==> config.mk <==
export PLATFORM = sky130hd
export DESIGN_NAME = m_alu_normalizer
export DESIGN_NICKNAME = d
export VERILOG_FILES = /design/src/rtl/m_alu_normalizer.sv
export SDC_FILE = /design/constraint.sdc
export NUM_CORES = 1
export LEC_CHECK = 0
export CELL_PAD_IN_SITES_DETAIL_PLACEMENT = 1
export CELL_PAD_IN_SITES_GLOBAL_PLACEMENT = 1
export CORE_ASPECT_RATIO = 1.5
export CORE_MARGIN = 4
export CORE_UTILIZATION = 39
export DETAILED_ROUTE_END_ITERATION = 16
export PLACE_DENSITY = 0.87
export SETUP_SLACK_MARGIN = 0.1
export SLEW_MARGIN = 10
export SYNTH_ARGS = -nofsm -noshare
export SYNTH_HDL_FRONTEND = slang
export SYNTH_SLANG_ARGS = --single-unit
==> constraint.sdc <==
create_clock -name clk -period 5 [get_ports clk]
set_clock_uncertainty 0.15 [all_clocks]
set_input_delay 1 -clock clk [delete_from_list [all_inputs] [get_ports clk]]
set_output_delay 1 -clock clk [all_outputs]
set_load 0.05 [all_outputs]
==> src/rtl/m_alu_normalizer.sv <==
// Multi-cycle leading-bit normalizer for the ALU: shifts the operand left until its
// most significant significant bit reaches the top and reports a preshifter descriptor that undoes the shift.
package alu_shift_pkg;
  typedef enum logic [1:0] {
    SHIFT_SHL = 2'd0,
    SHIFT_SHR = 2'd1,
    SHIFT_ASR = 2'd2,
    SHIFT_ROR = 2'd3
  } shift_type_e;

  typedef struct packed {
    shift_type_e shift_type;
    logic [4:0]  amount;
  } s_shift;
endpackage

module m_alu_normalizer
  import alu_shift_pkg::*;
#(
  parameter int unsigned STEP = 4
) (
  input  logic        clk,
  input  logic        rst_n,
  input  logic        in_valid,
  output logic        in_ready,
  input  logic [31:0] in_data,
  input  logic        in_signed,
  output logic        out_valid,
  input  logic        out_ready,
  output logic [31:0] out_data,
  output logic [4:0]  out_amount,
  output s_shift      out_shift,
  output logic        out_zero
);

  typedef enum logic [1:0] {IDLE, SCAN, DONE} state_e;

  state_e      r_state;
  logic [31:0] r_work;
  logic        r_mode;
  logic [4:0]  r_count;
  logic [31:0] r_out_data;
  logic [4:0]  r_out_amount;
  logic        r_out_zero;
  shift_type_e r_out_type;

  logic [STEP-1:0] w_win;
  logic            w_ref;
  logic            w_run;
  logic [4:0]      w_k;
  logic [31:0]     w_work_nxt;
  logic [4:0]      w_count_nxt;
  logic            w_zero_in;

  // Signed mode looks one bit lower: bit 31 is the sign itself and is never shifted out.
  always_comb begin
    w_win = r_mode ? r_work[30 -: STEP] : r_work[31 -: STEP];
    w_ref = r_mode & r_work[31];
    w_run = 1'b1;
    w_k   = '0;
    for (int unsigned i = 0; i < STEP; i++) begin
      if (w_run && (w_win[STEP-1] == w_ref)) begin
        w_k = w_k + 5'd1;
      end else begin
        w_run = 1'b0;
      end
      w_win = w_win << 1;
    end
    w_work_nxt  = r_work << w_k;
    w_count_nxt = r_count + w_k;
  end

  assign w_zero_in = (in_data == '0) || (in_signed && (in_data == '1));

  always_ff @(posedge clk) begin
    if (!rst_n) begin
      r_state      <= IDLE;
      r_work       <= '0;
      r_mode       <= 1'b0;
      r_count      <= '0;
      r_out_data   <= '0;
      r_out_amount <= '0;
      r_out_zero   <= 1'b0;
      r_out_type   <= SHIFT_SHR;
    end else begin
      case (r_state)
        IDLE: begin
          if (in_valid) begin
            r_work  <= in_data;
            r_mode  <= in_signed;
            r_count <= '0;
            if (w_zero_in) begin
              r_out_data   <= in_data;
              r_out_amount <= '0;
              r_out_zero   <= 1'b1;
              r_out_type   <= in_signed ? SHIFT_ASR : SHIFT_SHR;
              r_state      <= DONE;
            end else begin
              r_state <= SCAN;
            end
          end
        end
        SCAN: begin
          r_work  <= w_work_nxt;
          r_count <= w_count_nxt;
          if ({27'd0, w_k} < STEP) begin
            r_out_data   <= w_work_nxt;
            r_out_amount <= w_count_nxt;
            r_out_zero   <= 1'b0;
            r_out_type   <= r_mode ? SHIFT_ASR : SHIFT_SHR;
            r_state      <= DONE;
          end
        end
        DONE: begin
          if (out_ready) begin
            r_state <= IDLE;
          end
        end
        default: r_state <= IDLE;
      endcase
    end
  end

  assign in_ready             = (r_state == IDLE);
  assign out_valid            = (r_state == DONE);
  assign out_data             = r_out_data;
  assign out_amount           = r_out_amount;
  assign out_zero             = r_out_zero;
  assign out_shift.shift_type = r_out_type;
  assign out_shift.amount     = r_out_amount;

endmodule

==> results of run 1 <==
-- cells by family after synthesis --
logic type / count (synthesis)
AO/OA/AOI/OAI: 281
XOR/XNOR: 3
adder cells (fa/ha/maj): 6
buffers and inverters: 71
flip-flops: 80
multiplexers: 13
other: 1
AND/OR/NAND/NOR: 159
-- how the worst min path moves through the flow --
stage / from / to / slack, ns / depth (start not counted)
2_1_floorplan: r_count[2] / r_count[2] / 0.31 / 2
3_3_place_gp: r_out_type[0] / r_out_type[0] / 0.31 / 2
3_5_place_dp: r_out_type[0] / r_out_type[0] / 0.33 / 2
4_1_cts: r_out_type[0] / r_out_type[0] / 0.35 / 2
5_1_grt: out_amount[0] / out_amount[0] / 0.38 / 2
6_report: r_out_type[0] / r_out_type[0] / 0.35 / 2
-- worst register-to-register path: cells and delay by family (launching register included) --
kind / cells / cell delay (ns)
compound gates: 5 / 1.25
fa+ha+maj: 1 / 0.35
buf+inv: 4 / 1.01
flops: 1 / 0.71
mux: 1 / 0.40
simple gates: 2 / 0.16
-- cell type report --
class                      count  area [sq um]
clock inverter                 7          60.1
inverter                      14          52.6
multi-input combinational    463          2860
clock buffer                   9           225
tap                          153           191
timing repair buffer         102           973
sequential                    80          1600
fill                        1460          5990
-- layer usage --
| metal | share of wire | vias up |
|---|---|---|
| li1 | - | 2444 |
| met2 | 0.51 | 253 |
| met3 | 0.061 | 66 |
| met4 | 0.048 | 0 |
| met1 | 0.38 | 2703 |
| met5 | 0 | - |
-- state kept, by name (all words and copies together), names as in the netlist --
signal / cells
out_amount: 5
out_data: 32
out_zero: 1
r_count: 5
r_mode: 1
r_out_type: 2
r_state: 2
r_work: 32
-- placed cells by master (no fill, tap or decap), types with 4 or more instances in the layout --
cell type        Yosys  final
a21oi_1             97     97
clkdlybuf4s50_1      0     83
o21ai_0             82     82
dfxtp_1             80     80
nand3_1             42     42
nor2_1              29     29
nand2_1             23     23
buf_4                7     19
a31oi_1             16     16
nand4_1             15     15
a211oi_1            14     13
inv_1               12     12
a221oi_1            12     12
nor4_1              10     10
mux2_2               9      9
o211ai_1             9      9
clkbuf_16            0      9
nand2b_1             8      8
nor2b_1              6      6
o2111ai_1            6      6
o31ai_1              5      5
a22oi_1              5      5
a21o_1               5      5
ha_1                 5      5
nor3_1               4      4
or2_2                4      4
and3_1               4      4
a32oi_1              4      4
inv_6                0      4
-- where the power goes --
part,internal (mW),switching [mW],total (mW)
Combinational,0.370,0.761,1.13
Clock,0.348,0.314,0.662
Sequential,0.717,0.0889,0.806
==> impl_metrics.tcl, run 1 <==
set metrics [dict create \
    outcome "finished clean" \
    antenna_cells 0 \
    clock_path_buffers 2 \
    clock-root-buffer "clkbuf_16" \
    cp.required_ns 5.06 \
    synth_top_area_share 0.336 \
    dp.cells 812 \
    ys_ff_latch 80 \
    synth.most_common_cell "a21oi_1" \
    dr.first_iter.drc_count 540 \
    total_power_mw 2.60 \
    yosys.area_share.simple 0.181 \
    fin_crit_sh 0.831 \
    hold_slack_ns 0.349 \
    syn2layout_area_growth_pct 25.0 \
    r2r_cells 13 \
    powerDensity_nw_per_um2 436 \
    synth-xor-area-share 0.00551 \
    grt_pass1_wl_um 31800 \
    rows 49 \
    clock.fmax_mhz 241 \
    fin_ws_ns 0.847 \
    yosysWarnings 0 \
    worst_slew_pin_slew_ns 1.15 \
    path_max_fanout 18 \
    yosys.area.top_type "dfxtp_1" \
    synth_area_leaders "dfxtp_1 34%, a21oi_1 10%, o21ai_0 8.6%, nand3_1 4.4%, clkbuf_1 2.8%" \
    first_pass_iters 5 \
    p_leak_nw 2.16 \
    slowest_stage "dfxtp_1" \
    synth-compound-area-share 0.359 \
    fp.dieArea_sq_um 14100 \
    use_met1 0.343 \
    synth_area_sq_um 4770 \
    use_met3 0.0457 \
    drc 0 \
    cp-end-kind "flip-flop" \
    reg2reg_from "r_work[29]" \
    wirelength_um 20200 \
    die_h_um 143 \
    ioPinCount 84 \
    dp_hpwl_um 14300 \
    drive_gt1_frac 0.0948 \
    maxSlewHeadroom 0.224 \
    clk_pin_slew_worst_paths_ns 0.07 \
    avgSynthCellArea_sq_um 7.77 \
    regToRegSetupSlack_ns 0.85 \
    r2r_end "r_work[10]" \
    synthCells 614 \
    hold_buffers 0 \
    viasPerCell 6.60 \
    synth.mux.area_fraction 0.0333 \
    ant_nets 0 \
    rsz0062_at_grt "no" \
    synth_fa_ha_area_frac 0.0173 \
    wl_per_cell_um 24.3 \
    grt_max_degree 59 \
    synth_edf_count 0 \
    die_w_um 98.3 \
    syn-num-nets 657 \
    vdd.ir_drop.worst_uv 205 \
    yosys-top-cells-count "97 x a21oi_1, 82 x o21ai_0, 80 x dfxtp_1, 42 x nand3_1, 35 x clkbuf_1" \
    final.setup.tns_ns 0 \
    cts_resized 0 \
    final_area_sq_um 5960 \
    cts_tree "yes" \
    cp.depth 13 \
    clock_sinks 80 \
    path_delay_family "compound AO/OA/AOI/OAI gates" \
    crit_buf_inv 4 \
    cap_violations 0 \
    finalHoldViolations 0 \
    cts_inserted_buffers 9 \
    use_met2 0.497 \
    setup_viol 0 \
    overflow 0 \
    h-tree-depth 3 \
    gr-usage-all-layers 0.287 \
    place_ws_ns 0.986 \
    layout.nets 713 \
    worst_hold_path_type "flip-flop to flip-flop" \
    antenna_found_initial 0 \
    vias 5466 \
    path_cells "inv_1 > a31oi_1 > nor2_1 > a2111oi_0 > ha_1 > o22ai_2 > buf_4 > nor2_8 > inv_2 > buf_4 > mux2_2 > a221oi_1 > a21oi_1" \
    endpoint "r_work[10]" \
    slowest_delay_ns 0.71 \
    core-area_sq_um 12000 \
    start_kind "flip-flop" \
    top_usage_layer "met2" \
    synth_top_family_by_area "compound AO/OA/AOI/OAI gates" \
    arrival_ns 4.22 \
    initial_core_util 0.399 \
    cp-startpoint "r_work[29]" \
    post-route-util 0.499 \
    finalNonFillerCells 828 \
    ys_types 66 \
    slew_viol_final 0 \
    port_buffers 83 \
    placedInstanceArea_sq_um 5680 \
    path_class "flip-flop to flip-flop" \
    ys.flop_type "dfxtp_1" \
    grt_pass1_vias 5533 \
    postCtsSetupRepairBufs 0 \
    async_flop_share 0 \
    ys_seq_area_frac 0.336 \
    period_needed_ns 4.15 \
    gp_congestion 1.01 \
    clk_latency_ns 0.36 \
    critPathMostFrequentCell "buf_4" \
]
No activity file was read; power rests on OpenSTA's default activity.
==> inputs of run 2 (changes only) <==
Settings changed: CORE_UTILIZATION 39 to 35, PLACE_DENSITY 0.87 to 0.82.
Clock period 5 ns to 3.5 ns, I/O delays scaled along.
==> impl_metrics.tcl, run 2 (synthesized netlist as in run 1, its figures left out) <==
set metrics [dict create \
    outcome "finished clean" \
    antenna_found_initial 0 \
    worst_slew_pin_slew_ns 0.719 \
    holdPathEnd "r_out_type[0]" \
    gr-usage-all-layers 0.269 \
    vdd.ir_drop.worst_uv 231 \
    antenna_cells 0 \
    fin_crit_sh 0.933 \
    period_needed_ns 3.27 \
    wirelength_um 21000 \
    grt_max_degree 58 \
    total_power_mw 3.87 \
    clock-root-buffer "clkbuf_16" \
    drc 0 \
    slew_viol_final 0 \
    worst_hold_path_type "flip-flop to flip-flop" \
    use_met2 0.456 \
    die_w_um 103 \
    ioPinCount 84 \
    gp_congestion 0.925 \
    p_leak_nw 2.27 \
    start_kind "flip-flop" \
    initial_core_util 0.356 \
    arrival_ns 3.33 \
    clock_sinks 80 \
    hold_start "r_out_type[0]" \
    powerDensity_nw_per_um2 625 \
    path_class "flip-flop to flip-flop" \
    path_max_fanout 12 \
    final_cell_mix "97 x a21oi_1, 83 x clkdlybuf4s50_1, 82 x o21ai_0, 78 x dfxtp_1, 42 x nand3_1" \
    maxSlewHeadroom 0.519 \
    grt_pass1_wl_um 32300 \
    regToRegSetupSlack_ns 0.23 \
    mostFrequentLayoutCell "a21oi_1" \
    rows 52 \
    viasPerCell 6.63 \
    rsz0062_at_grt "no" \
    r2r_cells 12 \
    port_buffers 83 \
    hold_slack_ns 0.342 \
    clk_pin_slew_worst_paths_ns 0.06 \
    h-tree-depth 3 \
    grt_pass1_vias 5872 \
    cp.required_ns 3.56 \
    r2r_end "out_data[24]" \
    wl_per_cell_um 24.5 \
    drive_gt1_frac 0.127 \
    finalHoldViolations 0 \
    cp-startpoint "r_mode" \
    ant_nets 0 \
    cts_inserted_buffers 9 \
    setup_viol 0 \
    clock.fmax_mhz 306 \
    die_h_um 151 \
    overflow 0 \
    reg2reg_from "r_mode" \
    cp-end-kind "flip-flop" \
    fill_cells 1660 \
    clock_path_buffers 2 \
    dr.first_iter.drc_count 475 \
    final.setup.tns_ns 0 \
    use_met3 0.0318 \
    hold_buffers 0 \
    min_path_cells 2 \
    first_pass_iters 5 \
    core-area_sq_um 13400 \
    cts_tree "yes" \
    fp.dieArea_sq_um 15600 \
    vias 5678 \
    clk_latency_ns 0.34 \
    cap_violations 0 \
    syn2layout_area_growth_pct 29.9 \
    layout.nets 733 \
    top_usage_layer "met2" \
    use_met1 0.316 \
    dp_hpwl_um 14900 \
]
==> run 2: cell count changes in the layout (fill, tap and decap cells not counted), moves of 2 or more <==
| cell | before | now |
|---|---|---|
| dfxtp_1 | 80 | 78 |
| nor3_1 | 4 | 2 |
| clkbuf_1 | 0 | 2 |
| dfxtp_2 | 0 | 2 |
| buf_4 | 19 | 37 |
| nor3_2 | 0 | 2 |
| bufinv_16 | 0 | 2 |
| inv_6 | 4 | 1 |
==> run 2: through the flow <==
step	utilization	setup WS, ns	cells	instance area, sq um
after floorplan	-	0.105	614	4790
final	0.462	0.234	856	6200
after global placement	0.437	0.134	841	5860
after detailed placement	0.437	0.101	841	5860
after CTS	0.460	0.110	856	6160
after global routing	0.462	0.111	856	6200
==> run 2: final cells by class <==
cell class,count,area (sq um),area share
clock buffers,11,233,0.0376
clock inverters,4,70.1,0.0113
inverters,14,57.6,0.00929
multi-input cells,463,2890,0.466
flip-flops and latches,80,1600,0.259
well taps,162,203,0.0327
repair buffers,122,1140,0.184
==> run 2: how the worst max path moves through the flow <==
stage / slack, ns / cells after the start / to
2_1_floorplan: 0.11 / 19 / out_amount[4]
3_3_place_gp: 0.13 / 8 / out_data[30]
6_report: 0.23 / 12 / out_data[24]
3_5_place_dp: 0.10 / 8 / out_data[30]
4_1_cts: 0.11 / 12 / out_data[24]
5_1_grt: 0.11 / 15 / out_amount[4]
==> run 2: worst max-delay path: stages (launching register included) <==
cell       delay [ns]
dfxtp_1          0.43
or2_2            0.16
o21ai_0          0.10
a2111oi_2        0.44
ha_4             0.28
nor2_1           0.13
o21a_2           0.24
nor2_8           0.07
inv_6            0.14
mux2_2           0.40
o2111ai_1        0.37
buf_4            0.18
a21oi_1          0.05
==> run 2: report_power, final <==
group	total (mW)	internal, mW	switching (mW)
logic	1.73	0.598	1.14
clock network	1.00	0.620	0.380
registers	1.14	1.03	0.114
==> run 2: timing repair <==
| item | 4_1_cts | 5_1_grt |
|---|---|---|
| gates resized for setup | 0 | 8 |
| setup endpoints to repair | 0 | 56 |
| buffers inserted | 0 | 0 |
==> run 2: per-layer routing <==
| metal | share of wire | vias to the layer above |
|---|---|---|
| met2 | 0.49 | 318 |
| met3 | 0.069 | 107 |
| met4 | 0.068 | 0 |
| li1 | - | 2487 |
| met1 | 0.37 | 2766 |
| met5 | 0 | - |
